--- src/rtl/fetch_decode_pkg.sv ---
// Shared definitions for the CPU front end: opcodes, instruction field positions,
// decoded-field bundle and fetch FSM state encoding.
package fetch_decode_pkg;

  typedef enum logic [4:0] {
    OP_NOP  = 5'd0,  OP_ADD  = 5'd1,  OP_SUB  = 5'd2,  OP_AND  = 5'd3,
    OP_OR   = 5'd4,  OP_XOR  = 5'd5,  OP_NOT  = 5'd6,  OP_SHL  = 5'd7,
    OP_SHR  = 5'd8,  OP_LD   = 5'd9,  OP_ST   = 5'd10, OP_MOV  = 5'd11,
    OP_JMP  = 5'd12, OP_JGO  = 5'd13, OP_JLO  = 5'd14, OP_JEO  = 5'd15,
    OP_HLT  = 5'd16, OP_RST  = 5'd17, OP_SETH = 5'd18, OP_SETL = 5'd19
  } opcode_e;

  localparam int unsigned OPP_HI = 15;
  localparam int unsigned OPP_LO = 11;
  localparam int unsigned R1_HI  = 10;
  localparam int unsigned R1_LO  = 8;
  localparam int unsigned R2_HI  = 7;
  localparam int unsigned R2_LO  = 5;
  localparam int unsigned QR_HI  = 4;
  localparam int unsigned QR_LO  = 2;
  localparam int unsigned RES_HI = 1;
  localparam int unsigned RES_LO = 0;

  typedef struct packed {
    logic [4:0] opp;
    logic [2:0] r1;
    logic [2:0] r2;
    logic [2:0] qr;
    logic [1:0] res;
    logic       illegal;
  } dec_fields_t;

  typedef enum logic [2:0] {
    S_FETCH = 3'd0,
    S_WAIT  = 3'd1,
    S_ISSUE = 3'd2,
    S_HALT  = 3'd3,
    S_DRAIN = 3'd4
  } state_e;

  function automatic logic is_illegal(input logic [4:0] op);
    return op > OP_SETL;
  endfunction

endpackage

--- src/rtl/fetch_decode_if.sv ---
// Front-end bus bundle: instruction-memory request/response and the decoded
// instruction handshake toward the control unit.
interface fetch_decode_if #(
  parameter int PC_WIDTH = 16
);
  logic                imem_req;
  logic [PC_WIDTH-1:0] imem_addr;
  logic                imem_rvalid;
  logic [15:0]         imem_rdata;
  logic                dec_valid;
  logic                dec_ready;
  logic [4:0]          opp;
  logic [2:0]          r1;
  logic [2:0]          r2;
  logic [2:0]          qr;
  logic [1:0]          res;
  logic [PC_WIDTH-1:0] dec_pc;
  logic                dec_illegal;

  modport master (
    output imem_req, imem_addr,
    input  imem_rvalid, imem_rdata,
    output dec_valid, opp, r1, r2, qr, res, dec_pc, dec_illegal,
    input  dec_ready
  );

  modport slave (
    input  imem_req, imem_addr,
    output imem_rvalid, imem_rdata,
    input  dec_valid, opp, r1, r2, qr, res, dec_pc, dec_illegal,
    output dec_ready
  );
endinterface

--- src/rtl/fetch_decode_instr_decode.sv ---
// Splits a 16-bit instruction word into its fields; opcodes above SETL are
// flagged illegal and replaced by NOP so downstream logic sees a harmless op.
module instr_decode
  import fetch_decode_pkg::*;
(
  input  logic [15:0]  instr,
  output dec_fields_t  fields
);

  logic [4:0] opp_raw;
  logic       ill;

  always_comb begin
    fields         = '0;
    opp_raw        = instr[OPP_HI:OPP_LO];
    ill            = is_illegal(opp_raw);
    fields.opp     = ill ? OP_NOP : opp_raw;
    fields.r1      = instr[R1_HI:R1_LO];
    fields.r2      = instr[R2_HI:R2_LO];
    fields.qr      = instr[QR_HI:QR_LO];
    fields.res     = instr[RES_HI:RES_LO];
    fields.illegal = ill;
  end

endmodule

--- src/rtl/fetch_decode.sv ---
// CPU front end: owns the PC, fetches one word at a time and issues decoded
// fields over valid/ready, reacting to branch redirects, HLT and RST.
//
// state | meaning
// FETCH | imem_req high for one cycle at pc
// WAIT  | request outstanding, latch fields on imem_rvalid
// ISSUE | dec_valid high until accepted
// HALT  | HLT accepted, idle until resume
// DRAIN | redirected with a fetch in flight, swallow its response
module fetch_decode
  import fetch_decode_pkg::*;
#(
  parameter int                  PC_WIDTH = 16,
  parameter logic [PC_WIDTH-1:0] RESET_PC = '0
)(
  input  logic                clk,
  input  logic                rst_n,
  fetch_decode_if.master      bus,
  input  logic                br_taken,
  input  logic [PC_WIDTH-1:0] br_target,
  input  logic                resume,
  output logic                halted
);

  localparam logic [PC_WIDTH-1:0] PC_ONE = 1;

  state_e              state_q, state_d;
  logic [PC_WIDTH-1:0] pc_q, pc_d;
  logic [PC_WIDTH-1:0] dec_pc_q, dec_pc_d;
  dec_fields_t         fields_q, fields_d;
  dec_fields_t         word_fields;

  instr_decode u_instr_decode (
    .instr  (bus.imem_rdata),
    .fields (word_fields)
  );

  always_ff @(posedge clk or negedge rst_n) begin
    if (!rst_n) begin
      state_q  <= S_FETCH;
      pc_q     <= RESET_PC;
      dec_pc_q <= '0;
      fields_q <= '0;
    end else begin
      state_q  <= state_d;
      pc_q     <= pc_d;
      dec_pc_q <= dec_pc_d;
      fields_q <= fields_d;
    end
  end

  always_comb begin
    state_d  = state_q;
    pc_d     = pc_q;
    dec_pc_d = dec_pc_q;
    fields_d = fields_q;
    unique case (state_q)
      S_FETCH: state_d = br_taken ? S_DRAIN : S_WAIT;
      S_WAIT: begin
        if (bus.imem_rvalid) begin
          if (br_taken) begin
            state_d = S_FETCH;
          end else begin
            state_d  = S_ISSUE;
            fields_d = word_fields;
            dec_pc_d = pc_q;
          end
        end else if (br_taken) begin
          state_d = S_DRAIN;
        end
      end
      S_ISSUE: begin
        if (br_taken) begin
          state_d = S_FETCH;
        end else if (bus.dec_ready) begin
          pc_d    = pc_q + PC_ONE;
          state_d = S_FETCH;
          if (fields_q.opp == OP_HLT) begin
            state_d = S_HALT;
          end else if (fields_q.opp == OP_RST) begin
            pc_d = RESET_PC;
          end
        end
      end
      S_HALT:  if (resume) state_d = S_FETCH;
      S_DRAIN: if (bus.imem_rvalid) state_d = S_FETCH;
      default: state_d = S_FETCH;
    endcase
    // Redirect overrides any state-local PC update; a halted core ignores it.
    if (br_taken && (state_q != S_HALT)) begin
      pc_d = br_target;
    end
  end

  assign bus.imem_req    = rst_n && (state_q == S_FETCH);
  assign bus.imem_addr   = pc_q;
  assign bus.dec_valid   = (state_q == S_ISSUE) && !br_taken;
  assign bus.opp         = fields_q.opp;
  assign bus.r1          = fields_q.r1;
  assign bus.r2          = fields_q.r2;
  assign bus.qr          = fields_q.qr;
  assign bus.res         = fields_q.res;
  assign bus.dec_illegal = fields_q.illegal;
  assign bus.dec_pc      = dec_pc_q;
  assign halted          = (state_q == S_HALT);

endmodule

--- src/flat_wrapper.sv ---
// flat-port wrapper written by rule: the top's interface ports become plain ports
module fetch_decode_flat import fetch_decode_pkg::*;
#(
  parameter int                  PC_WIDTH = 16,
  parameter logic [PC_WIDTH-1:0] RESET_PC = '0
)
  (clk, rst_n, br_taken, br_target, resume, halted, bus_imem_req, bus_imem_addr, bus_imem_rvalid, bus_imem_rdata, bus_dec_valid, bus_opp, bus_r1, bus_r2, bus_qr, bus_res, bus_dec_pc, bus_dec_illegal, bus_dec_ready);
  fetch_decode_if #(.PC_WIDTH(PC_WIDTH)) bus_i ();
  input  logic clk;
  input  logic rst_n;
  input  logic br_taken;
  input  logic [PC_WIDTH-1:0] br_target;
  input  logic resume;
  output logic halted;
  output wire logic [$bits(bus_i.imem_req)-1:0] bus_imem_req;
  output wire logic [$bits(bus_i.imem_addr)-1:0] bus_imem_addr;
  input wire logic [$bits(bus_i.imem_rvalid)-1:0] bus_imem_rvalid;
  input wire logic [$bits(bus_i.imem_rdata)-1:0] bus_imem_rdata;
  output wire logic [$bits(bus_i.dec_valid)-1:0] bus_dec_valid;
  output wire logic [$bits(bus_i.opp)-1:0] bus_opp;
  output wire logic [$bits(bus_i.r1)-1:0] bus_r1;
  output wire logic [$bits(bus_i.r2)-1:0] bus_r2;
  output wire logic [$bits(bus_i.qr)-1:0] bus_qr;
  output wire logic [$bits(bus_i.res)-1:0] bus_res;
  output wire logic [$bits(bus_i.dec_pc)-1:0] bus_dec_pc;
  output wire logic [$bits(bus_i.dec_illegal)-1:0] bus_dec_illegal;
  input wire logic [$bits(bus_i.dec_ready)-1:0] bus_dec_ready;
  assign bus_imem_req = bus_i.imem_req;
  assign bus_imem_addr = bus_i.imem_addr;
  assign bus_i.imem_rvalid = bus_imem_rvalid;
  assign bus_i.imem_rdata = bus_imem_rdata;
  assign bus_dec_valid = bus_i.dec_valid;
  assign bus_opp = bus_i.opp;
  assign bus_r1 = bus_i.r1;
  assign bus_r2 = bus_i.r2;
  assign bus_qr = bus_i.qr;
  assign bus_res = bus_i.res;
  assign bus_dec_pc = bus_i.dec_pc;
  assign bus_dec_illegal = bus_i.dec_illegal;
  assign bus_i.dec_ready = bus_dec_ready;
  fetch_decode #(.PC_WIDTH(PC_WIDTH), .RESET_PC(RESET_PC)) u_core (.clk(clk), .rst_n(rst_n), .bus(bus_i), .br_taken(br_taken), .br_target(br_target), .resume(resume), .halted(halted));
endmodule
--- config.mk ---
export PLATFORM = sky130hd
export DESIGN_NAME = fetch_decode_flat
export DESIGN_NICKNAME = d
export VERILOG_FILES = /design/src/rtl/fetch_decode_pkg.sv /design/src/rtl/fetch_decode_if.sv /design/src/rtl/fetch_decode_instr_decode.sv /design/src/rtl/fetch_decode.sv /design/src/flat_wrapper.sv
export SDC_FILE = /design/constraint.sdc
export NUM_CORES = 1
export LEC_CHECK = 0
export CAP_MARGIN = 20
export CORE_MARGIN = 2
export CORE_UTILIZATION = 41
export CTS_CLUSTER_SIZE = 20
export DETAILED_ROUTE_END_ITERATION = 8
export PLACE_DENSITY = 0.83
export SLEW_MARGIN = 20
export SYNTH_ARGS = -nofsm -noshare
export SYNTH_HDL_FRONTEND = slang
export SYNTH_HIERARCHICAL = 1
export SYNTH_SLANG_ARGS = --single-unit
--- constraint.sdc ---
create_clock -name clk -period 1.83 [get_ports clk]
set_clock_uncertainty 0.1 [all_clocks]
set_input_delay 0.183 -clock clk [delete_from_list [all_inputs] [get_ports clk]]
set_output_delay 0.183 -clock clk [all_outputs]
set_load 0.02 [all_outputs]
==> metrics, run 1 <==
vias per cell between 5 and 6; Overall Global Routing Usage 22.28%; Design Power between 0.005 and 0.006 W; HP Class input port to flip-flop; fin nets about 400; Tcrit/Tclk final 106.8%; switching power approximately 0.0019 W; initial antenna violation count 0; Die Width roughly 85 um; first-pass GRT wire length approximately 13 mm; syn nets 282; die height 84.74 um; Max Buffers Root-to-Sink 2; CP peak stage delay roughly 0.41 ns; critical path capture point type flip-flop; layout cell share with drive strength beyond 1 31.81%; drt first pass iters 4; CP max-delay cell dfrtp_1; Area contributors post-synth dfrtp_1 49%, mux2_2 14%, buf_4 3.9%, inv_1 2.2%, nand3_1 2.1%; Yosys reg bits 52; sequential cell area fraction in the yosys report approximately 49%; clock network fraction of total power 12.8%; pins over their slew limit 0; post-synth top area share 48.69%; num rows 29; largest net degree at the start of global routing 53; top cell type by total area after synthesis dfrtp_1; CP Max Fanout 4; EDFF count, synth 0; warnings from Yosys 6; required time worst endpoint about 1.9 ns; Setup crit start kind flip-flop; share of flip-flops with an asynchronous set or reset between 90% and 100%; Critical path buffers and inverters 4; ys flop type dfrtp_1; share of power burned in registers 35.3%; core region area approximately 6300 um^2; P_leak around 1.9 nW; Peak VDD IR roughly 0.00076 V; number of global-route vias before repair roughly 2,600; CP arrival between 2 and 2.5 ns; RSZ-0062 raised after global routing true; Avg Cell Area, Syn 11.00 um^2; Worst Setup Path Type flip-flop to flip-flop; Ant. Diodes 0; # port buffers just under 90; Worst path most repeated cell buf_6; CP top delay family simple AND/OR/NAND/NOR gates; Power Density ~1200 nW/um^2; CTS Buf Count 5; Mapped Area between 2000 and 3000 um^2; Synth Instances ~240; final setup violation count 39; Setup WS pre-CTS -0.3517 ns; Sink Count 52; worst-margin pin slew 0.6728 ns; grt ovf 0; switch share between 30% and 40%; synth unique cells 53; DRC Markers 0; CTS tree built; die area ~7200 um^2; Max Freq 511.7 MHz; minimum clock period slightly below 2 ns; outcome finished, violations left; number of hold violations in the final report 0; Initial DRC Count roughly 180; final core occ 68.41%; root buf cell clkbuf_8; GP Congestion between 0.8 and 0.9; max_slew headroom a little under three fifths; Logic pwr share 52.0%; fillcell total around 470; Ports 90; Worst-Skew Late Latency 0.30 ns; Max-Cap Viols 0; clk slew on worst S/H paths 0.09 ns; violated checks setup timing; worst hold slack 0.3773 ns; internal cell power ~0.0034 W; crit-path cells buf_6 > or3_4 > nor2_4 > buf_6 > buf_12 > buf_16 > mux2_4; Area Growth Syn to Fin 61.61%; hpwl dp just over 5 mm; PnR worst setup slack -0.1244 ns; routed wire length approximately 8 mm; detailed-route wire length per cell ~18 um; CTS H-Tree Depth 2; Initial Util between 40% and 50%; post-route ant nets 0; Vias ~2,500
-- worst paths after layout --
path | startpoint | endpoint | slack (ns) | cells past startpoint
setup / recovery | u_core/state_q[2] | u_core/bus.qr[2] | -0.12 | 7
hold / removal | br_target[1] | u_core/bus.imem_addr[1] | 0.38 | 3
setup reg to reg | u_core/state_q[2] | u_core/bus.qr[2] | -0.12 | 7
hold reg to reg | u_core/bus.r2[1] | u_core/bus.r2[1] | 0.41 | 1
max in group asynchronous | rst_n | u_core/bus.imem_addr[1] | 0.68 | 3
min in group asynchronous | rst_n | u_core/bus.qr[1] | 0.48 | 3
-- synth_stat cells, types with 4 or more instances --
cell type  number
dfrtp_1        52
mux2_2         33
inv_1          16
buf_4          14
nand3_1        11
nor2_1         11
a21oi_1         8
nand2_1         8
nand4_1         8
o21ai_0         5
o21ai_1         5
a22oi_1         4
a32oi_1         4
nor3_1          4
or3_1           4
-- per-layer routing --
layer	track usage, %	part of all wire (%)
met1	28.11	40
met2	38.08	51
met3	4.720	6.9
met4	7.504	1.7
met5	0	0
-- flip-flops by register name, indices dropped and copies added, names as in the netlist --
name and flops:
u_core/bus.imem_addr 16, u_core/bus.dec_pc 16, u_core/bus.r1 3, u_core/bus.dec_illegal 1, u_core/bus.r2 3, u_core/bus.res 2
u_core/bus.opp 5, u_core/bus.qr 3, u_core/state_q 3
-- per-stage QoR --
| stage | area (um^2) | TNS (ns) | cells |
|---|---|---|---|
| 4_1_cts | 4168 | -2.748 | 446 |
| 6_report | 4319 | -2.162 | 448 |
| 3_5_place_dp | 3825 | -15.21 | 423 |
| 5_1_grt | 4319 | -3.876 | 448 |
| 2_1_floorplan | 2704 | -1.296 | 243 |
| 3_3_place_gp | 3825 | -13.33 | 423 |
-- cell type report --
type                       instances  area (um^2)  area share [%]
timing repair buffer             142         1399           32.39
multi-input combinational        153         1369           31.69
sequential                        52         1305           30.21
tap                               77        96.34           2.231
clock buffer                       8        90.09           2.086
inverter                          16        60.06           1.390
-- cell families (layout without fill, tap and decap cells) --
group           after synthesis  in the layout  share of synthesized area [%]
compound gates               47             47                          13.20
xor+xnor                      1              1                         0.3278
fa+ha+maj                     1              1                         0.4681
buf+inv                      38            166                          8.005
flops                        52             52                          48.69
mux                          33             33                          13.90
simple gates                 71             71                          15.40
-- worst min-delay path: stages --
cell	delay [ns]
clkdlybuf4s50_1	0.46
a222oi_1	0.06
inv_1	0.05
-- layout by cell type (no fill, tap or decap), drive strengths merged, types with 3 or more instances in the layout --
master and instances:
a21oi 8, a22oi 4, a32oi 4, and3 3, buf 56, clkbuf 8
clkdlybuf4s50 84, dfrtp 52, inv 16, mux2 33, nand2 8, nand3 11
nand4 8, nor2 12, nor2b 3, nor3 4, nor3b 3, o21ai 11
or3 5, or4 3
-- timing repair --
item,in CTS,in global routing
cloned,4,0
endpoints found under the setup margin,47,54
hold buffers,1,0
pin swaps,4,9
buffers inserted,10,8
gates resized for setup,28,50
hold endpoints to repair,52,0
-- power by group through the flow --
stage	clock, W	sequential, W	combinational [W]
floorplan	0	0.00236	0.000662
finish	0.000680	0.00188	0.00277
detailed placement	0	0.00188	0.00236
CTS	0.000703	0.00186	0.00253
global placement	0	0.00185	0.00231
global route	0.000752	0.00193	0.00291
Note: power is estimated with default switching activity, not from simulation.
==> run 2: changes to the inputs <==
--- a/config.mk
+++ b/config.mk
@@ -7,12 +7,12 @@
 export LEC_CHECK = 0
 export CAP_MARGIN = 20
 export CORE_MARGIN = 2
-export CORE_UTILIZATION = 41
+export CORE_UTILIZATION = 40
 export CTS_CLUSTER_SIZE = 20
 export DETAILED_ROUTE_END_ITERATION = 8
+export HOLD_SLACK_MARGIN = 0.02
 export PLACE_DENSITY = 0.83
 export SLEW_MARGIN = 20
 export SYNTH_ARGS = -nofsm -noshare
 export SYNTH_HDL_FRONTEND = slang
-export SYNTH_HIERARCHICAL = 1
 export SYNTH_SLANG_ARGS = --single-unit
==> run 2 against run 1 <==
The run still ends with setup timing left. Cell count rose by 9.2%. Critical endpoint is now u_core.bus.imem_addr[15]. Area after synthesis fell by 6.0%. Largest cell class is now flip-flops and latches. Highest routed layer unchanged. Maximum frequency fell by 3.4%. Clock power rose by 18%.
==> metrics, run 2 <==
outcome finished, violations left; violated checks setup timing; syn nets around 320; Mapped Area 2512 um^2; Max Buffers Root-to-Sink 2; Worst-Skew Late Latency 0.31 ns; most common cell after layout, fill and taps aside nand2_1; Overall Global Routing Usage 22.68%; Setup WS pre-CTS -0.4137 ns; switch share approximately two fifths; HP Class input port to flip-flop; Logic pwr share about half; CP peak stage delay approximately 0.55 ns; grt ovf 0; Sink Count 52; P_leak between 1.5 and 2 nW; hpwl dp ~5.2 mm; Max Freq 494.5 MHz; first-pass GRT wire length 13.05 mm; synth unique cells between 40 and 50; RR Endpoint u_core.bus.imem_addr[15]; post-synth top area share between 50% and 60%; Worst R2R Setup Slack -0.19 ns; largest net degree at the start of global routing 53; num rows 28; GP Congestion 0.8496; Area Growth Syn to Fin 61.90%; ys flop type dfrtp_1; Die Width 83.25 um; Power Density around 1300 nW/um^2; DRC Markers 0; most frequent cells in the layout 93 x nand2_1, 84 x clkdlybuf4s50_1, 49 x dfrtp_1; layout cell share with drive strength beyond 1 a little under a fifth; required time worst endpoint 1.98 ns; number of global-route vias before repair 2,679; worst hold slack approximately 0.29 ns; Peak VDD IR between 0.0006 and 0.0007 V; internal cell power roughly 0.0032 W; Setup crit start kind flip-flop; Critical Path Source u_core.state_q[0]; switching power 0.002037 W; RSZ-0062 raised after global routing true; root buf cell clkbuf_8; R2R depth 4; die area approximately 6900 um^2; clock network fraction of total power 15.3%; Vias between 2,000 and 3,000; synth cell count leaders 93 x nand2_1, 52 x dfrtp_1, 16 x o21ai_0, 13 x nand3_1; Critical Path Sink u_core.bus.imem_addr[15]; worst-margin pin slew about 0.66 ns; CP arrival around 2.2 ns; Initial Util 41.94%; drt first pass iters 6; number of hold violations in the final report 0; critical path capture point type flip-flop; warnings from Yosys 0; CTS Buf Count 5; core region area 5991 um^2; CTS tree built; EDFF count, synth 0; initial antenna violation count 0; routed wire length just over 8 mm; count leader, synth nand2_1; Avg Cell Area, Syn 8.815 um^2; pins over their slew limit 0; minimum clock period around 2.0 ns; CP max-delay cell or4b_4; share of power burned in registers a little over a third; Ant. Diodes 0; max_slew headroom 55.82%; die height ~83 um; CTS H-Tree Depth 2; Yosys reg bits 52; Initial DRC Count 237; Synth Instances roughly 290; reg-to-reg startpoint u_core.state_q[0]; Ports 90; PnR worst setup slack -0.1924 ns; # port buffers 89; Tcrit/Tclk final 110.5%; detailed-route wire length per cell between 15 and 20 um; share of flip-flops with an asynchronous set or reset 100.0%; vias per cell about 5.6; Max-Cap Viols 0; sequential cell area fraction in the yosys report about half; CP Max Fanout 5; fin nets roughly 450; crit-path cells or4b_4 > a211o_4 > or4b_1 > nand3_1; clk slew on worst S/H paths 0.10 ns; Area contributors post-synth dfrtp_1 52%, nand2_1 14%, o21ai_0 3.2%, nand3_1 2.6%, a22oi_1 2.1%; Worst Setup Path Type flip-flop to flip-flop; final setup violation count 18; top cell type by total area after synthesis dfrtp_1; post-route ant nets 0
## run 2: logic make-up (layout without fill, tap and decap cells)
| family | Yosys count | after routing | synth area share [%] |
|---|---|---|---|
| flip-flops | 52 | 52 | 51.79 |
| XOR/XNOR | 1 | 1 | 0.3487 |
| AND/OR/NAND/NOR | 148 | 148 | 27.39 |
| multiplexers | 1 | 1 | 0.3984 |
| AO/OA/AOI/OAI | 55 | 56 | 15.14 |
| adder cells (fa/ha/maj) | 1 | 1 | 0.4979 |
| buffers and inverters | 27 | 155 | 4.432 |
## run 2: worst min path at each step
stage | from | endpoint | slack (ns) | cells after the start
after floorplan | rst_n | u_core.bus.dec_illegal | -0.21 | 0
after global placement | rst_n | u_core.state_q[0] | 0.27 | 2
after detailed placement | rst_n | u_core.state_q[0] | 0.27 | 2
after CTS | bus_imem_rdata[5] | u_core.bus.r2[0] | 0.29 | 3
after global routing | bus_imem_rdata[5] | u_core.bus.r2[0] | 0.29 | 3
final | bus_imem_rdata[5] | u_core.bus.r2[0] | 0.29 | 3
## run 2: worst max-delay path: cells and delay by family (launching register included)
family / cells / cell delay, ns
AO/OA/AOI/OAI: 1 / 0.33
AND/OR/NAND/NOR: 3 / 1.13
flip-flops: 1 / 0.40
## run 2: per-stage QoR
stage / setup TNS (ns) / area (um^2) / cells / utilization (%) / power [W]
6_report: -1.645 / 4068 / 489 / 67.90 / 0.005274
5_1_grt: -2.683 / 4068 / 489 / 67.90 / 0.005551
4_1_cts: -1.225 / 3897 / 480 / 65.06 / 0.005091
3_5_place_dp: -7.340 / 3676 / 464 / 61.36 / 0.004266
3_3_place_gp: -5.907 / 3676 / 464 / 61.36 / 0.004197
2_1_floorplan: -1.044 / 2525 / 285 / - / 0.002991
## run 2: power by group through the flow
stage,combinational [W],clock (W),sequential (W)
global placement,0.00234,0,0.00186
finish,0.00258,0.000804,0.00189
global route,0.00277,0.000848,0.00193
CTS,0.00243,0.000804,0.00186
detailed placement,0.00239,0,0.00188
floorplan,0.000632,0,0.00236
## run 2: layout make-up
type                    instances  area, um^2
clock buffers                   5       68.82
clock inverters                 3       42.54
fillers                       451        1923
inverters                      12       45.04
multi-input cells             207        1210
flip-flops and latches         52        1305
well taps                      75       93.84
repair buffers                135        1303
## run 2: what timing repair did
item                                   CTS  global route
hold buffers                             1             0
cloned                                   2             1
pin swaps                                7             5
gates resized for setup                 15            30
setup buffers                            6             8
endpoints found under the hold margin   52             0
setup endpoints to repair               18            26
## run 2: metal layers
| layer | track usage (%) | wire, um | vias up |
|---|---|---|---|
| met5 | 0 | 0 | - |
| met4 | 7.899 | 193 | 0 |
| met3 | 5.666 | 718 | 29 |
| met2 | 35.92 | 3920 | 159 |
| met1 | 30.35 | 3365 | 1276 |
| li1 | - | - | 1258 |
==> run 3: changes to the inputs <==
--- a/config.mk
+++ b/config.mk
@@ -6,13 +6,14 @@
 export NUM_CORES = 1
 export LEC_CHECK = 0
 export CAP_MARGIN = 20
+export CORE_ASPECT_RATIO = 1.5
 export CORE_MARGIN = 2
 export CORE_UTILIZATION = 40
 export CTS_CLUSTER_SIZE = 20
 export DETAILED_ROUTE_END_ITERATION = 8
 export HOLD_SLACK_MARGIN = 0.02
 export PLACE_DENSITY = 0.83
-export SLEW_MARGIN = 20
+export SLEW_MARGIN = 10
 export SYNTH_ARGS = -nofsm -noshare
 export SYNTH_HDL_FRONTEND = slang
 export SYNTH_SLANG_ARGS = --single-unit
==> run 3 against run 2 <==
Worst setup slack better by 0.025 ns. Critical endpoint unchanged. Register-to-register slack better by 0.03 ns. Via count is 4.0% lower. Hold slack better by 0.011 ns. Sequential power hardly changed. Count of clock-buffer cells in the layout is 1 higher. Die area is 0.20% higher. Largest power group unchanged. The run still ends with setup timing left.
==> metrics, run 3 (synthesis results as in run 2) <==
required time worst endpoint between 1.5 and 2 ns; PnR worst setup slack -0.1671 ns; hpwl dp 5.462 mm; layout cell share with drive strength beyond 1 16.87%; CTS H-Tree Depth 2; Worst R2R Setup Slack -0.17 ns; pins over their slew limit 0; CP top delay family simple AND/OR/NAND/NOR gates; Initial DRC Count roughly 140; drt first pass iters 4; Sink Count 52; max_slew headroom a little over half; DRC Markers 0; die area around 6900 um^2; Max Freq 500.7 MHz; Initial Util around 40%; fin nets ~450; grt ovf 0; CP arrival about 2.1 ns; Ports 90; area post-placement around 3700 um^2; Area Growth Syn to Fin 56.03%; post-route ant nets 0; Critical path buffers and inverters 0; core region area roughly 6100 um^2; worst hold slack 0.3004 ns; Worst Setup Path Type flip-flop to flip-flop; outcome finished, violations left; GP Congestion approximately 0.9; Tcrit/Tclk final 109.1%; die height 101.1 um; most frequent cells in the layout 92 x nand2_1, 85 x clkdlybuf4s50_1, 49 x dfrtp_1; CP Max Fanout 5; vias per cell roughly 5.4; Overall Global Routing Usage 22.24%; HP Class input port to flip-flop; RSZ-0062 raised after global routing true; Max Buffers Root-to-Sink 2; P_leak 1.787 nW; final setup violation count 13; number of global-route vias before repair about 2,500; Design Power between 0.004 and 0.005 W; design area approximately 3900 um^2; largest net degree at the start of global routing 53; CTS tree built; CP max-delay cell or4b_4; Max-Cap Viols 0; Die Width between 60 and 70 um; Inst Count DP ~470; initial antenna violation count 0; first-pass GRT wire length 11.84 mm; Setup crit start kind flip-flop; critical path capture point type flip-flop; CP peak stage delay between 0.5 and 0.6 ns; root buf cell clkbuf_8; Vias ~2,600; Ant. Diodes 0; most common cell after layout, fill and taps aside nand2_1; Worst-Skew Late Latency about 0.3 ns; # port buffers a little under 90; Peak VDD IR around 0.0007 V; minimum clock period 1.997 ns; violated checks setup timing; num rows 35; CTS Buf Count 5; clk slew on worst S/H paths ~0.09 ns; Power Density about 1300 nW/um^2; routed wire length around 7.7 mm; detailed-route wire length per cell approximately 16 um; non-filler cells, final 483; crit-path cells or4b_4 > a211o_4 > or4b_1 > nand3_1; worst-margin pin slew 0.6763 ns; number of hold violations in the final report 0
==> run 3: changes by cell type in the layout (fill, tap and decap cells not counted), sizes merged <==
cell	change
buf	-3
bufbuf	-1
bufinv	-1
clkbuf	+1
clkdlybuf4s50	+1
clkinvlp	-1
dlymetal6s2s	-1
==> run 3: worst min-delay path, cell delays in order <==
cell	delay, ns
clkdlybuf4s50_1	0.40
nand2_1	0.06
nand2_1	0.04
==> run 3: final cells by class <==
cell class / instances / area, um^2
inverter: 12 / 45.04
clock inverter: 1 / 5.005
clock buffer: 6 / 72.57
multi-input combinational: 207 / 1162
timing repair buffer: 131 / 1237
tap: 74 / 92.59
sequential: 52 / 1305
fill: 497 / 2211
==> run 3: what timing repair did <==
| item | CTS | global route |
|---|---|---|
| setup buffers | 4 | 1 |
| cloned | 1 | 1 |
| endpoints found under the hold margin | 52 | 0 |
| setup endpoints to repair | 10 | 51 |
| hold buffers | 1 | 0 |
| gates resized for setup | 18 | 15 |
| pin swaps | 5 | 7 |
==> run 3: stage by stage <==
stage,utilization [%],setup slack [ns],TNS [ns]
3_3_place_gp,60.88,-0.3707,-5.835
3_5_place_dp,60.88,-0.4052,-7.177
6_report,63.94,-0.1671,-0.8590
2_1_floorplan,-,-0.2053,-1.044
5_1_grt,63.94,-0.1998,-1.613
4_1_cts,62.78,-0.1692,-0.9637
==> run 3: worst paths after layout <==
check,from,to,cells past startpoint
min reg2reg,u_core.bus.qr[1],u_core.bus.qr[1],2
min in group asynchronous,rst_n,u_core.state_q[1],3
max,u_core.state_q[0],u_core.bus.imem_addr[15],4
max reg2reg,u_core.state_q[0],u_core.bus.imem_addr[15],4
min,bus_imem_rdata[8],u_core.bus.r1[0],3
max in group asynchronous,rst_n,u_core.bus.opp[0],3
==> run 3: where the power goes <==
| group | internal (W) | leakage [nW] | switching [W] |
|---|---|---|---|
| logic | 0.00119 | 1.11 | 0.00124 |
| clock network | 0.000261 | 0.0410 | 0.000365 |
| registers | 0.00157 | 0.640 | 0.000319 |
==> run 3: layer usage <==
metal | up-vias | share of wire (%) | track usage (%)
li1 | 1244 | - | -
met1 | 1264 | 41 | 28.69
met2 | 92 | 53 | 37.57
met3 | 12 | 5.0 | 3.240
met4 | 0 | 2.0 | 7.089
met5 | - | 0 | 0
